[config.mk]
export PLATFORM = sky130hd
export DESIGN_NAME = alu_exec_unit_flat
export DESIGN_NICKNAME = d
export VERILOG_FILES = /design/src/rtl/alu_pkg.sv /design/src/rtl/alu_exec_unit_if.sv /design/src/rtl/alu_shift_serial.sv /design/src/rtl/alu_exec_unit.sv /design/src/flat_wrapper.sv
export SDC_FILE = /design/constraint.sdc
export NUM_CORES = 1
export LEC_CHECK = 0
export ABC_AREA = 1
export BUFFER_PORTS_ARGS = -buffer_cell sky130_fd_sc_hd__buf_2
export CAP_MARGIN = 20
export CORE_MARGIN = 3
export CORE_UTILIZATION = 30
export CTS_CLUSTER_DIAMETER = 50
export DETAILED_ROUTE_END_ITERATION = 7
export GPL_TIMING_DRIVEN = 0
export REMOVE_ABC_BUFFERS = 1
export SKIP_CTS_REPAIR_TIMING = 1
export SLEW_MARGIN = 20
export SYNTH_ARGS = -nofsm -noshare
export SYNTH_HDL_FRONTEND = slang
export SYNTH_SLANG_ARGS = --single-unit
[constraint.sdc]
create_clock -name clk -period 1.94 [get_ports clk]
set_input_delay 0.194 -clock clk [delete_from_list [all_inputs] [get_ports clk]]
set_output_delay 0.194 -clock clk [all_outputs]
set_load 0.05 [all_outputs]
[src/rtl/alu_pkg.sv]
// alu_pkg: ALU control codes and FSM state encoding shared by the execute unit.
package alu_pkg;
  localparam logic [2:0] ALU_ADD = 3'b000;
  localparam logic [2:0] ALU_SUB = 3'b001;
  localparam logic [2:0] ALU_AND = 3'b010;
  localparam logic [2:0] ALU_OR  = 3'b011;
  localparam logic [2:0] ALU_SLT = 3'b101;
  localparam logic [2:0] ALU_SLL = 3'b100;
  localparam logic [2:0] ALU_SRL = 3'b110;
  localparam logic [2:0] ALU_SRA = 3'b111;
  typedef enum logic {IDLE, SHIFT} state_t;
endpackage

[src/rtl/alu_exec_unit_if.sv]
// alu_exec_unit_if: request/result valid-ready bus between issue logic (master) and the ALU (slave).
interface alu_exec_unit_if #(
  parameter int WIDTH = 32
);
  logic             in_valid;
  logic             in_ready;
  logic [2:0]       in_alu_control;
  logic [WIDTH-1:0] in_src_a;
  logic [WIDTH-1:0] in_src_b;
  logic             out_valid;
  logic             out_ready;
  logic [WIDTH-1:0] out_result;
  logic             out_zero;
  logic             busy;
  modport master (
    output in_valid, in_alu_control, in_src_a, in_src_b, out_ready,
    input  in_ready, out_valid, out_result, out_zero, busy
  );
  modport slave (
    input  in_valid, in_alu_control, in_src_a, in_src_b, out_ready,
    output in_ready, out_valid, out_result, out_zero, busy
  );
endinterface

[src/rtl/alu_shift_serial.sv]
// alu_shift_serial: one-bit-per-cycle shifter; counts the loaded amount down to zero.
module alu_shift_serial #(
  parameter int WIDTH = 32
) (
  input  logic                     clk,
  input  logic                     resetn,
  input  logic                     i_load,
  input  logic                     i_right,
  input  logic                     i_arith,
  input  logic [WIDTH-1:0]         i_data,
  input  logic [$clog2(WIDTH)-1:0] i_amt,
  output logic [WIDTH-1:0]         o_data,
  output logic                     o_done
);
  logic [WIDTH-1:0]         r_data;
  logic [$clog2(WIDTH)-1:0] r_cnt;
  logic                     r_right, r_arith;
  always_ff @(posedge clk or negedge resetn)
    if (!resetn) begin
      r_data  <= '0;
      r_cnt   <= '0;
      r_right <= 1'b0;
      r_arith <= 1'b0;
    end else if (i_load) begin
      r_data  <= i_data;
      r_cnt   <= i_amt;
      r_right <= i_right;
      r_arith <= i_arith;
    end else if (r_cnt != '0) begin
      r_data <= r_right ? {r_arith & r_data[WIDTH-1], r_data[WIDTH-1:1]} : {r_data[WIDTH-2:0], 1'b0};
      r_cnt  <= r_cnt - 1'b1;
    end
  assign o_data = r_data;
  assign o_done = r_cnt == '0;
endmodule

[src/rtl/alu_exec_unit.sv]
// alu_exec_unit: valid/ready execute-stage ALU with a registered result and zero flag.
// Define ALU_SHIFT_EN to add bit-serial sll/srl/sra that stall the input while shifting.
module alu_exec_unit
  import alu_pkg::*;
#(
  parameter int WIDTH = 32
) (
  input logic            clk,
  input logic            resetn,
  alu_exec_unit_if.slave bus
);
  state_t           r_state;
  logic             r_valid, r_zero;
  logic [WIDTH-1:0] r_result, w_alu, w_next, w_a, w_b;
  logic [2:0]       w_code;
  logic             w_slot, w_accept, w_start, w_finish;
  assign w_code       = bus.in_alu_control;
  assign w_a          = bus.in_src_a;
  assign w_b          = bus.in_src_b;
  assign w_slot       = !r_valid || bus.out_ready;
  assign bus.in_ready = (r_state == IDLE) && w_slot;
  assign w_accept     = bus.in_valid && bus.in_ready;
`ifdef ALU_SHIFT_EN
  localparam int SW = $clog2(WIDTH);
  logic             w_is_shift, w_done;
  logic [WIDTH-1:0] w_shifted;
  assign w_is_shift = w_code[2] && w_code != ALU_SLT;
  assign w_start    = w_accept && w_is_shift && w_b[SW-1:0] != '0;
  assign w_finish   = (r_state == SHIFT) && w_done && w_slot;
  assign w_next     = w_finish ? w_shifted : w_alu;
  assign bus.busy   = r_state == SHIFT;
  alu_shift_serial #(.WIDTH(WIDTH)) u_shift (
    .clk     (clk),
    .resetn  (resetn),
    .i_load  (w_start),
    .i_right (w_code[1]),
    .i_arith (w_code[1] & w_code[0]),
    .i_data  (w_a),
    .i_amt   (w_b[SW-1:0]),
    .o_data  (w_shifted),
    .o_done  (w_done)
  );
`else
  assign w_start  = 1'b0;
  assign w_finish = 1'b0;
  assign w_next   = w_alu;
  assign bus.busy = 1'b0;
`endif
  always_comb begin
    w_alu = w_code == ALU_ADD ? w_a + w_b :
            w_code == ALU_SUB ? w_a - w_b :
            w_code == ALU_AND ? w_a & w_b :
            w_code == ALU_OR  ? w_a | w_b :
            w_code == ALU_SLT ? WIDTH'($signed(w_a) < $signed(w_b)) : '0;
`ifdef ALU_SHIFT_EN
    // a zero-amount shift bypasses the serial path and returns operand A
    if (w_is_shift) w_alu = w_a;
`endif
  end
  always_ff @(posedge clk or negedge resetn)
    if (!resetn) begin
      r_state  <= IDLE;
      r_valid  <= 1'b0;
      r_result <= '0;
      r_zero   <= 1'b0;
    end else begin
      if (w_slot) r_valid <= 1'b0;
      if ((w_accept && !w_start) || w_finish) begin
        r_valid  <= 1'b1;
        r_result <= w_next;
        r_zero   <= w_next == '0;
      end
      r_state <= w_start ? SHIFT : w_finish ? IDLE : r_state;
    end
  assign bus.out_valid  = r_valid;
  assign bus.out_result = r_result;
  assign bus.out_zero   = r_zero;
endmodule

[src/flat_wrapper.sv]
// flat-port wrapper written by rule: the top's interface ports become plain ports
module alu_exec_unit_flat import alu_pkg::*;
#(
  parameter int WIDTH = 32
)
  (clk, resetn, bus_in_valid, bus_in_alu_control, bus_in_src_a, bus_in_src_b, bus_out_ready, bus_in_ready, bus_out_valid, bus_out_result, bus_out_zero, bus_busy);
  alu_exec_unit_if #(.WIDTH(WIDTH)) bus_i ();
  input logic clk;
  input logic resetn;
  input wire logic [$bits(bus_i.in_valid)-1:0] bus_in_valid;
  input wire logic [$bits(bus_i.in_alu_control)-1:0] bus_in_alu_control;
  input wire logic [$bits(bus_i.in_src_a)-1:0] bus_in_src_a;
  input wire logic [$bits(bus_i.in_src_b)-1:0] bus_in_src_b;
  input wire logic [$bits(bus_i.out_ready)-1:0] bus_out_ready;
  output wire logic [$bits(bus_i.in_ready)-1:0] bus_in_ready;
  output wire logic [$bits(bus_i.out_valid)-1:0] bus_out_valid;
  output wire logic [$bits(bus_i.out_result)-1:0] bus_out_result;
  output wire logic [$bits(bus_i.out_zero)-1:0] bus_out_zero;
  output wire logic [$bits(bus_i.busy)-1:0] bus_busy;
  assign bus_i.in_valid = bus_in_valid;
  assign bus_i.in_alu_control = bus_in_alu_control;
  assign bus_i.in_src_a = bus_in_src_a;
  assign bus_i.in_src_b = bus_in_src_b;
  assign bus_i.out_ready = bus_out_ready;
  assign bus_in_ready = bus_i.in_ready;
  assign bus_out_valid = bus_i.out_valid;
  assign bus_out_result = bus_i.out_result;
  assign bus_out_zero = bus_i.out_zero;
  assign bus_busy = bus_i.busy;
  alu_exec_unit #(.WIDTH(WIDTH)) u_core (.clk(clk), .resetn(resetn), .bus(bus_i));
endmodule
==> results of run 1 <==
## worst register-to-register path, cell delays in order (launching register included)
cell and delay [ns]:
sky130_fd_sc_hd__dfrtp_1 0.37, sky130_fd_sc_hd__nand2_1 0.14, sky130_fd_sc_hd__nand2_4 0.19, sky130_fd_sc_hd__nor2_1 0.16
sky130_fd_sc_hd__nand2_1 0.08, sky130_fd_sc_hd__nor2_1 0.11, sky130_fd_sc_hd__nand2_1 0.06, sky130_fd_sc_hd__nor2_1 0.08
sky130_fd_sc_hd__nand3_1 0.09, sky130_fd_sc_hd__nor2_1 0.10, sky130_fd_sc_hd__nand2_1 0.07, sky130_fd_sc_hd__nor2_2 0.12
sky130_fd_sc_hd__nand4_1 0.11, sky130_fd_sc_hd__nor2_1 0.12, sky130_fd_sc_hd__nand2_1 0.07, sky130_fd_sc_hd__nand2_1 0.06
## Yosys cell counts
master / count / area (um^2)
sky130_fd_sc_hd__nand3_4: 1 / 17.5
sky130_fd_sc_hd__o21ai_0: 46 / 230
sky130_fd_sc_hd__inv_1: 206 / 773
sky130_fd_sc_hd__nor3_1: 9 / 45.0
sky130_fd_sc_hd__nor2_1: 152 / 571
sky130_fd_sc_hd__nor2_4: 5 / 56.3
sky130_fd_sc_hd__a211oi_1: 3 / 22.5
sky130_fd_sc_hd__nand2_4: 3 / 33.8
sky130_fd_sc_hd__a31oi_1: 3 / 18.8
sky130_fd_sc_hd__nor2_2: 15 / 93.8
sky130_fd_sc_hd__nand3b_1: 4 / 30.0
sky130_fd_sc_hd__xor2_1: 3 / 26.3
sky130_fd_sc_hd__nor3_2: 5 / 50.1
sky130_fd_sc_hd__a21oi_2: 13 / 114
sky130_fd_sc_hd__fa_1: 2 / 40.0
sky130_fd_sc_hd__o21a_1: 1 / 7.51
sky130_fd_sc_hd__buf_4: 9 / 67.6
sky130_fd_sc_hd__clkinv_1: 2 / 7.51
sky130_fd_sc_hd__or2_2: 1 / 6.26
sky130_fd_sc_hd__a21boi_2: 1 / 11.3
sky130_fd_sc_hd__nand3_2: 6 / 60.1
sky130_fd_sc_hd__nand4_1: 18 / 113
sky130_fd_sc_hd__buf_2: 9 / 45.0
sky130_fd_sc_hd__dfrtp_1: 34 / 851
sky130_fd_sc_hd__inv_2: 16 / 60.1
sky130_fd_sc_hd__nand2_1: 400 / 1500
sky130_fd_sc_hd__o21ai_1: 4 / 20.0
sky130_fd_sc_hd__conb_1: 1 / 3.75
sky130_fd_sc_hd__ha_1: 96 / 1200
sky130_fd_sc_hd__and2_1: 1 / 6.26
sky130_fd_sc_hd__clkbuf_1: 7 / 26.3
sky130_fd_sc_hd__nand2_2: 20 / 125
sky130_fd_sc_hd__o211ai_1: 2 / 15.0
sky130_fd_sc_hd__o2111ai_1: 1 / 8.76
sky130_fd_sc_hd__nand3_1: 127 / 636
sky130_fd_sc_hd__o221ai_1: 1 / 8.76
sky130_fd_sc_hd__o22ai_1: 3 / 18.8
sky130_fd_sc_hd__a21oi_1: 73 / 365
sky130_fd_sc_hd__buf_6: 12 / 135
sky130_fd_sc_hd__o21bai_1: 9 / 67.6
sky130_fd_sc_hd__a21boi_0: 1 / 7.51
sky130_fd_sc_hd__buf_1: 1 / 3.75
## registers in the layout, summed over array words and instances (netlist names)
register and count:
u_core.bus.out_valid 1, u_core.bus.out_result 32, u_core.bus.out_zero 1
## cell type report
cell class / instances / area [um^2]
fillers: 2721 / 14700
multi-input cells: 1030 / 6590
repair buffers: 143 / 893
inverters: 224 / 876
flip-flops and latches: 34 / 851
well taps: 324 / 405
clock buffers: 6 / 139
clock inverters: 2 / 12.5
## cell families (layout without fill, tap and decap cells)
| family | after synthesis | count (layout) | share of synthesized area, % |
|---|---|---|---|
| AOI/OAI and AO/OA | 161 | 161 | 12.2 |
| buffers and inverters | 262 | 375 | 14.9 |
| other | 1 | 1 | 0.0500 |
| and+or+nand+nor | 767 | 767 | 44.6 |
| xor gates and xnor gates | 3 | 3 | 0.350 |
| adders and majority gates | 98 | 98 | 16.5 |
| DFF | 34 | 34 | 11.3 |
## layer usage
metal / wire, um / up-vias / track usage, %
li1: - / 4379 / -
met1: 13700 / 4150 / 31.0
met2: 13400 / 281 / 33.4
met4: 463 / 0 / 4.00
met5: 0 / - / 0
met3: 2030 / 26 / 1.19
## final timing paths
kind,startpoint,to,slack (ns),cells past startpoint
setup / recovery,bus_in_src_a[0],u_core.bus.out_zero,-0.25,20
hold / removal,resetn,u_core.bus.out_result[5],-0.03,1
setup reg to reg,u_core.bus.out_valid,u_core.bus.out_zero,-0.05,15
hold reg to reg,u_core.bus.out_zero,u_core.bus.out_zero,0.46,2
max in group asynchronous,resetn,u_core.bus.out_result[28],1.47,1
min in group clk,bus_out_ready,u_core.bus.out_valid,0.26,4
## report_power, final
group | leakage (nW) | internal, mW | switching (mW)
logic | 4.61 | 1.01 | 2.11
registers | 0.439 | 0.816 | 0.0556
clock network | 0.0729 | 0.507 | 0.290
## stage by stage
stage          setup WS [ns]  utilization, %
6_report              -0.249            39.9
5_1_grt               -0.401            39.9
4_1_cts               -0.653            34.2
3_5_place_dp          -0.945            33.6
3_3_place_gp           -1.29            33.3
2_1_floorplan         -0.932               -
==> results, run 1 <==
- The run finished, with violations left.
- The checks that failed: hold timing, setup timing.
- The number of antenna repair diodes is 0.
- The initial core utilization is 30.7%.
- In this run the core area contains 57 standard-cell rows.
- Based on the critical path, the design can be clocked at up to 457 MHz.
- The number of antenna violations at the first check in global routing is 0.
- The summed instance area of the synthesized netlist is 7500 um^2.
- CTS saw 34 sinks.
- The proportion of synthesized chip area in sequential cells is 11.3%.
- The number of buffers and inverters on the critical path is 3.
- The final hold violation count is 31.
- After routing the design area is 9770 um^2.
- Among cell families on the critical path, the largest total delay comes from simple AND/OR/NAND/NOR gates.
- The final setup violation count is 4.
- The root cell of the clock tree is sky130_fd_sc_hd__clkbuf_16.
- The post-synthesis cell type count is 42.
- The top cell types in the final layout, fill and taps aside, are sky130_fd_sc_hd__nand2_1 (350), sky130_fd_sc_hd__inv_1 (186), sky130_fd_sc_hd__nor2_1 (116).
- At the later pin of the worst-skew pair, clock insertion delay measures 0.28 ns.
- For this design the ratio of total power to cell area is 490 nW/um^2.
- In the finished design, the share of the clock period the worst path needs comes to 113%.
- The number of synthesized register bits is 34.
- The wire-length estimate of the detail-placed layout is 24200 um.
- Leaving out fill and tap cells, the most frequent cell in the layout is sky130_fd_sc_hd__nand2_1.
- The cell count after placement is 1719.
- The number of instances in the synthesized netlist is 1326.
- The final sum of negative setup slack is -0.511 ns.
- In this run the tightest slew margin relative to its limit is 50.0%.
- The layout cell share with drive strength beyond 1 is 30.0%.
- STA puts the critical path data required time at 2.16 ns.
- The violation count after the first detailed-routing iteration is 738.
- The class of the most critical hold timing path is in -> async.
- Summing over every cut layer, the via total after detailed routing is 8836.
- The global placer's final weighted congestion is 0.983.
- The die covers 26900 um^2.
- The cell area reported after detailed placement is 8220 um^2.
- The longest individual stage delay on the worst path is 0.36 ns.
- After layout, the design draws a total of 4.79 mW.
- Buffers placed on the I/O ports in this run total 105.
- No sink is reached through more buffers than the 2 on the longest clock path.
- The cell with the biggest individual delay on the critical path is sky130_fd_sc_hd__fa_2.
- The number of max-slew violations in the final report is 0.
- The global-route usage over all layers is 20.9%.
- The post-detailed-route DRC marker count is 0.
- Setup repair after global routing could not meet its margin everywhere.
- Among the stages of the critical path, the cell type that occurs most often is sky130_fd_sc_hd__nand2_1.
- The total number of yosys warnings is 0.
- Using the TritonRoute via totals, the vias-per-cell ratio works out to 5.01.
- The maximum number of pins on one net before global-route repair is 35.
- After the flow finishes, the layout carries non-filler instances totaling 1763.
- The area growth from synthesis to layout is 30.2%.
- TritonCTS built the clock tree.
- The area of the placeable core is 24500 um^2.
- The die is 164 um tall.
- The post-CTS clock slew at the launch and capture registers of the worst setup and hold paths is 0.06 ns.
- The first detailed-routing pass ran for 5 iterations.
- The die boundary width is 164 um.
- The worst path in the final design needs a cycle of 2.19 ns, including I/O delays and setup.
- The first global-routing pass estimated 43400 um of wire.
- Once detail routing completed, the nets flagged for antenna violations numbered 0.
- Summed over all cells, the static leakage comes to 5.12 nW.
- The arrival time of the worst setup path is 2.41 ns.
- The final clock skew is 0.00544 ns.
- At the end of the flow, the number of nets in the layout was 1607.
- The number of global-route vias before repair is 7796.
- The maximum ir drop on the vdd rail is 596 uV.
- The post-route worst setup slack is -0.249 ns.
- The total CTS buffers is 5.
- STA classifies the critical path endpoint as a register.
- The max capacitance violation total is 0.
- STA classifies the critical path startpoint as a primary input.
- The routed wire length per instance is 16.8 um.
- The routed wire length is 29500 um.
- 107 I/O pins were placed.
- The synthesized area divided by synthesized cell count is 5.66 um^2.
- Hold timing on the final database bottoms out at a slack of -0.0273 ns.
- The path type of the worst setup path is in -> reg.
- For the pin with the worst max-slew slack, the measured transition is 0.750 ns.
- The critical path goes through buf_8 -> inv_4 -> ha_4 -> inv_2 -> fa_2 -> nand2_2 -> nand2_4 -> nand4_1 -> nand2_1 -> nand2_1 -> nand2_2 -> nand2_2 -> nand3_2 -> nand3_1 -> nand3_1 -> nor2_4 -> nand3_1 -> nor2_1 -> nand2_1 -> nand2_1.
- Of all nets on the critical path, the largest fanout is 3.
- The overall overflow remaining after global route is 0.
- The number of levels the H-tree was split into is 2.
No activity file was read; power rests on OpenSTA's default activity.
==> inputs of run 2 (changes only) <==
--- a/config.mk
+++ b/config.mk
@@ -19,3 +19,4 @@
 export SYNTH_ARGS = -nofsm -noshare
 export SYNTH_HDL_FRONTEND = slang
 export SYNTH_SLANG_ARGS = --single-unit
+export TNS_END_PERCENT = 1
==> run 2 against run 1 <==
The run still ends with hold timing, setup timing left. Core utilization fell by 0.97 points. Sequential power barely moved. Fmax fell by 0.37%.
==> results, run 2 (same netlist as run 1, synthesis figures left out) <==
- STA classifies the critical path startpoint as a primary input.
- The arrival time of the worst setup path is 2.42 ns.
- The worst-case setup slack after placement is -0.945 ns.
- The die outline area is 26900 um^2.
- Setup repair after global routing could not meet its margin everywhere.
- The global-route usage over all layers is 20.9%.
- The cell count after placement is 1719.
- The floorplan step defined a core boundary enclosing 24500 um^2.
- The vias per cell is 5.03.
- Summing internal, switching and leakage power gives 4.69 mW.
- The CTS sink count is 34.
- For this run, the number of standard cells in the final layout without fillers is 1753.
- On the final layout, the worst hold slack is -0.0304 ns.
- The combinational power share is 64.5%.
- The final sum of negative setup slack is -0.686 ns.
- Measured on the finished design, the core utilization comes to 39.0%.
- The CTS tree is done.
- The kind of end point of the critical path is a register.
- After the first detailed-routing iteration, the DRC count stood at 814.
- The path type of the worst setup path is in -> reg.
- The power density over cell area is 492 nW/um^2.
- The total via count after detailed routing is 8816.
- The switching part of the total power is 51.3%.
- STA puts the critical path data required time at 2.16 ns.
- In this run the tightest slew margin relative to its limit is 50.7%.
- Entering global routing, the biggest net connects 35 pins.
- The post-route worst setup slack is -0.257 ns.
- In this run the power spent charging and discharging nets is 2.41 mW.
- The number of levels the H-tree was split into is 2.
- The static leakage is 5.03 nW.
- Before antenna repair, the detailed router went through 7 iterations.
- The worst path uses 113% of the clock period.
- The flow ran to the end, but the final reports show violations.
- Leaving out fill and tap cells, the most frequent cells in the layout are sky130_fd_sc_hd__nand2_1 (361), sky130_fd_sc_hd__inv_1 (192), sky130_fd_sc_hd__nor2_1 (122).
- Relative to the synthesized area, the layout overhead comes to 27.1%.
- The number of global-route vias before repair is 7796.
- The largest fanout on the critical path is 6.
- The routed wire length per instance is 16.8 um.
- For this configuration, the core starts out at a cell density of 30.7%.
- The worst-margin pin slew is 0.739 ns.
- The post-detailed-route DRC marker count is 0.
- The global placer's final weighted congestion is 0.983.
- The root cell of the clock tree is sky130_fd_sc_hd__clkbuf_16.
- 107 I/O pins were placed.
- 0 antenna diodes ended up in the layout.
- The overall overflow remaining after global route is 0.
- The number of buffers added on ports is 105.
- The post-CTS clock slew at the launch and capture registers of the worst setup and hold paths is 0.06 ns.
- The most common cell after layout, fill and taps aside is sky130_fd_sc_hd__nand2_1.
- After the last flow step, the layout net total stands at 1597.
- The final hold violation count is 34.
- The floorplan row count is 57.
- In this run the vertical extent of the chip is 164 um.
- The maximum ir drop on the vdd rail is 595 uV.
- The die is 164 um wide.
- The final setup violation count is 5.
- On the final layout, the worst clock skew is 0.00617 ns.
- The number of max-slew violations in the final report was 0.
- Internal power comes to 2.28 mW.
- The register with the most flip-flops in the layout has 32 of them.
- The global-route wire length before repair is 43400 um.
- The max capacitance violation total is 0.
- The layout cell share with drive strength beyond 1 is 27.2%.
- The clock network is responsible for 16.9% of the overall power.
- The sequential group share of total power is 18.6%.
- The number of antenna violations at the first check in global routing came to 0.
- The placed wire-length estimate after detailed placement is 24200 um.
- The number of routed nets with antenna violations is 0.
- The number of buffers between clock root and the deepest sink is 2.
- TritonCTS created 5 clock buffers.
- The checks that failed: hold timing, setup timing.
- The upper clock frequency limit is 455 MHz.
- The clock insertion delay at the later pin of the skew report is 0.28 ns.
- The worst hold path belongs to the class in -> async.
- Wires add up to 29500 um.
- The time the final worst path needs with I/O delays and setup is 2.20 ns.
==> run 2: metal layers <==
layer | GRT usage (%) | wire length [um]
met1 | 31.0 | 13400
met4 | 4.00 | 397
met5 | 0 | 0
met3 | 1.19 | 2310
met2 | 33.4 | 13300
==> run 2: path summary, 6_finish.rpt <==
path,startpoint,endpoint,slack (ns),cells after the start
setup / recovery,bus_in_src_b[18],u_core.bus.out_zero,-0.26,18
hold / removal,resetn,u_core.bus.out_result[3],-0.03,1
setup reg to reg,u_core.bus.out_valid,u_core.bus.out_zero,-0.05,15
hold reg to reg,u_core.bus.out_zero,u_core.bus.out_zero,0.46,2
max in group asynchronous,resetn,u_core.bus.out_result[28],1.48,1
min in group clk,bus_out_ready,u_core.bus.out_valid,0.26,4
==> run 2: layout make-up <==
type,count,area [um^2]
Fill cell,2745,14900
Multi-Input combinational cell,1030,6440
Inverter,224,867
Sequential cell,34,851
Timing Repair Buffer,133,812
Tap cell,324,405
Clock buffer,6,139
Clock inverter,2,12.5
==> run 2: per-stage QoR <==
step	cell area [um^2]	hold slack (ns)
6_report	9530	-0.0304
5_1_grt	9530	0.0341
4_1_cts	8370	-0.00390
3_3_place_gp	8150	0.304
2_1_floorplan	7220	-0.102
3_5_place_dp	8220	0.302
==> run 2: critical path: stages <==
cell and delay, ns:
sky130_fd_sc_hd__buf_2 0.12, sky130_fd_sc_hd__inv_1 0.12, sky130_fd_sc_hd__ha_4 0.26, sky130_fd_sc_hd__inv_4 0.10, sky130_fd_sc_hd__nand2_1 0.11, sky130_fd_sc_hd__nor3_4 0.23, sky130_fd_sc_hd__nand2_1 0.13, sky130_fd_sc_hd__nor3_2 0.15
sky130_fd_sc_hd__nand2_2 0.09, sky130_fd_sc_hd__nand2_1 0.06, sky130_fd_sc_hd__nand2_1 0.14, sky130_fd_sc_hd__nand3_1 0.12, sky130_fd_sc_hd__nand3_1 0.11, sky130_fd_sc_hd__nor2_4 0.17, sky130_fd_sc_hd__nand3_1 0.08, sky130_fd_sc_hd__nor2_1 0.09
sky130_fd_sc_hd__nand2_1 0.06, sky130_fd_sc_hd__nand2_1 0.06
==> run 2: power groups by stage <==
stage | Clock [mW] | Sequential (mW) | Combinational, mW
floorplan | 0 | 1.26 | 1.38
global placement | 0 | 0.882 | 2.52
detailed placement | 0 | 0.882 | 2.54
CTS | 0.814 | 0.873 | 2.55
global route | 0.846 | 0.886 | 3.28
finish | 0.794 | 0.872 | 3.02
==> inputs of run 3 (changes only) <==
--- a/config.mk
+++ b/config.mk
@@ -6,10 +6,10 @@
 export NUM_CORES = 1
 export LEC_CHECK = 0
 export ABC_AREA = 1
-export BUFFER_PORTS_ARGS = -buffer_cell sky130_fd_sc_hd__buf_2
+export BUFFER_PORTS_ARGS = -buffer_cell sky130_fd_sc_hd__buf_4
 export CAP_MARGIN = 20
 export CORE_MARGIN = 3
-export CORE_UTILIZATION = 30
+export CORE_UTILIZATION = 31
 export CTS_CLUSTER_DIAMETER = 50
 export DETAILED_ROUTE_END_ITERATION = 7
 export GPL_TIMING_DRIVEN = 0
==> run 3 against run 2 <==
The flow finishes with violations (setup timing). Largest cell class unchanged. Cell count down 0.86%. Clock skew down 0.0016 ns. Largest power group unchanged. Final area about the same. Critical path type unchanged.
==> results, run 3 (same netlist as run 1, synthesis figures left out) <==
- The CTS tree is done.
- The first-pass iteration count of the detailed router is 6.
- The kind of end point of the critical path is a register.
- The highest routing layer actually used is met4.
- From bottom edge to top edge, the die measures 162 um.
- The routed wire length is 28600 um.
- The clock insertion delay at the later pin of the skew report is 0.28 ns.
- The number of instances on the worst hold path is 4.
- The CTS sink count is 34.
- Leaving out fill and tap cells, the most frequent cells in the layout are sky130_fd_sc_hd__nand2_1 (370), sky130_fd_sc_hd__inv_1 (197), sky130_fd_sc_hd__nor2_1 (130).
- For the worst setup path, the data arrival time is 2.48 ns.
- After layout, the minimum clock period comes to 2.27 ns.
- From left edge to right edge, the die measures 162 um.
- 107 I/O pins were placed.
- The number of antenna violations at the first check in global routing came to 0.
- Setup repair after global routing could not meet its margin everywhere.
- Data on the critical path is required at its endpoint by 2.15 ns.
- The global placer's final weighted congestion is 0.949.
- The destination of the worst register-to-register timing path is u_core.bus.out_zero.
- The worst pin sits at a relative slew slack of 60.1%.
- The final clock skew is 0.00459 ns.
- The first routing iteration left 592 violations.
- The class of the most critical hold timing path is in -> reg.
- The most common cell after layout, fill and taps aside is sky130_fd_sc_hd__nand2_1.
- Of the cells placed in the final design, the portion with a size suffix greater than 1 is 24.2%.
- The worst path uses 117% of the clock period.
- The area growth from synthesis to layout is 27.2%.
- The post-CTS clock slew at the launch and capture registers of the worst setup and hold paths is 0.05 ns.
- In the final routed layout, each cell accounts on average for 16.5 um.
- Setup slack on the worst reg-to-reg path comes out at -0.20 ns.
- The run finished, with violations left.
- The tool flagged a number of max-cap violations equal to 0.
- Detailed routing placed a total of 12800 um of wire on met2.
- The met3 routed wirelength is 1890 um.
- The worst register-to-register path has a depth of 15.
- The clock tree synthesis step divided the H-tree into 2 levels.
- The final reports fail on setup timing.
- The analysis attributes to cell leakage a power of 5.06 nW.
- The detailed-route wire length on metal 1 is 13400 um.
- The net total in the final layout is 1587.
- The global-route wire length before repair is 42500 um.
- After floorplanning, the core was divided into 56 placement rows.
- The number of global-route vias before repair came to 7848.
- Dividing total power by cell area gives a power density of 500 nW/um^2.
- The maximum number of pins on one net before global-route repair is 52.
- The placed wire-length estimate after detailed placement is 23600 um.
- The number of buffers between clock root and the deepest sink is 2.
- The largest fanout on the critical path is 3.
- The final hold violation count is 0.
- The startpoint type of the worst setup path is a primary input.
- The final setup violation count is 11.
- The upper clock frequency limit is 441 MHz.
- The post-route worst setup slack is -0.326 ns.
- The core region is 23600 um^2.
- The number of antenna repair diodes is 0.
- The worst flop-to-flop path startpoint is u_core.bus.out_valid.
- The final cell count without fillers is 1738.
- The register with the most flip-flops in the layout has 32 of them.
- The die covers 26100 um^2.
- The maximum ir drop on the vdd rail is 455 uV.
- The global-route usage over all layers is 20.6%.
- The endpoint of the most critical setup path is u_core.bus.out_zero.
- The initial core utilization is 31.8%.
- The total via count after detailed routing is 8650.
- The placed instances occupy a cell area of 8420 um^2.
- The number of routed nets with antenna violations is 0.
- For this run, design rule violations remaining after detail routing come to 0.
- The path type of the worst setup path is in -> reg.
- The number of max-slew violations in the final report is 0.
- The startpoint of the worst setup timing path is bus_in_src_a[0].
- The total overflow left after global routing is 0.
- The total CTS buffers is 5.
- The final standard cell area without fillers is 9540 um^2.
- The tree is rooted in a sky130_fd_sc_hd__clkbuf_16.
- At the pin with the least slew margin, the transition time is 0.597 ns.
- The vias per cell is 4.98.
- The number of placed instances, taps included, is 1712.
- In this run the tool buffered the top-level ports with 105 buffer cells.
- Fill cells in the final layout number 2626.
[run 3: changes by cell type in the layout (fill, tap and decap cells not counted), moves of 5 or more]
cell	before	now
sky130_fd_sc_hd__buf_2	103	0
sky130_fd_sc_hd__buf_4	24	120
sky130_fd_sc_hd__nand2_2	51	39
sky130_fd_sc_hd__nand2_1	361	370
sky130_fd_sc_hd__nor2_2	30	21
sky130_fd_sc_hd__nor2_1	122	130
sky130_fd_sc_hd__ha_4	27	20
sky130_fd_sc_hd__a21oi_1	58	63
sky130_fd_sc_hd__a21oi_2	25	20
sky130_fd_sc_hd__inv_1	192	197
sky130_fd_sc_hd__inv_4	9	4
[run 3: per-layer routing]
metal / track usage, % / vias up
met5: 0 / -
met4: 5.08 / 0
met3: 2.31 / 30
met2: 33.4 / 295
met1: 29.2 / 3976
li1: - / 4349
[run 3: how the worst min path moves through the flow]
| stage | startpoint | end | slack, ns |
|---|---|---|---|
| after global placement | resetn | u_core.bus.out_valid | 0.16 |
| after detailed placement | resetn | u_core.bus.out_valid | 0.16 |
| after global routing | bus_out_ready | u_core.bus.out_valid | 0.28 |
| after floorplan | resetn | u_core.bus.out_result[0] | -0.10 |
| final | bus_out_ready | u_core.bus.out_valid | 0.26 |
| after CTS | resetn | u_core.bus.out_valid | -0.14 |
[run 3: metrics by stage]
stage / hold WS (ns) / setup TNS (ns) / util (%) / setup slack, ns / power (mW)
2_1_floorplan: -0.102 / -17.05 / - / -0.932 / 2.64
3_3_place_gp: 0.159 / -18.69 / 35.6 / -1.13 / 3.49
3_5_place_dp: 0.162 / -12.17 / 35.7 / -0.921 / 3.51
4_1_cts: -0.138 / -5.06 / 36.4 / -0.647 / 4.41
5_1_grt: 0.282 / -2.96 / 40.4 / -0.455 / 5.08
6_report: 0.256 / -1.28 / 40.4 / -0.326 / 4.77
[run 3: layout make-up]
type / count / area [um^2] / share of cell area [%]
inverter: 224 / 851 / 8.92
multi-input combinational: 1030 / 6330 / 66.4
clock inverter: 2 / 37.5 / 0.393
tap: 319 / 399 / 4.18
timing repair buffer: 123 / 941 / 9.86
sequential: 34 / 851 / 8.92
clock buffer: 6 / 129 / 1.35
[run 3: worst max-delay path, stage by stage]
cell                       delay, ns
sky130_fd_sc_hd__buf_8          0.10
sky130_fd_sc_hd__ha_4           0.16
sky130_fd_sc_hd__fa_2           0.41
sky130_fd_sc_hd__nand2_2        0.11
sky130_fd_sc_hd__nand2_1        0.06
sky130_fd_sc_hd__nand3b_1       0.13
sky130_fd_sc_hd__nand2_2        0.13
sky130_fd_sc_hd__nand2_4        0.11
sky130_fd_sc_hd__nand2_4        0.08
sky130_fd_sc_hd__nand4_1        0.22
sky130_fd_sc_hd__nand3_1        0.10
sky130_fd_sc_hd__nand3_1        0.11
sky130_fd_sc_hd__nand3_2        0.16
sky130_fd_sc_hd__nor2_1         0.14
sky130_fd_sc_hd__nand2_1        0.05
sky130_fd_sc_hd__nor2_1         0.08
sky130_fd_sc_hd__nand2_1        0.06
sky130_fd_sc_hd__nand2_1        0.05
[run 3: power by group]
| part | leakage (nW) | total [mW] | switching (mW) | internal, mW |
|---|---|---|---|---|
| clock network | 0.0771 | 0.886 | 0.281 | 0.605 |
| logic | 4.54 | 3.01 | 2.02 | 0.986 |
| registers | 0.439 | 0.879 | 0.0630 | 0.816 |
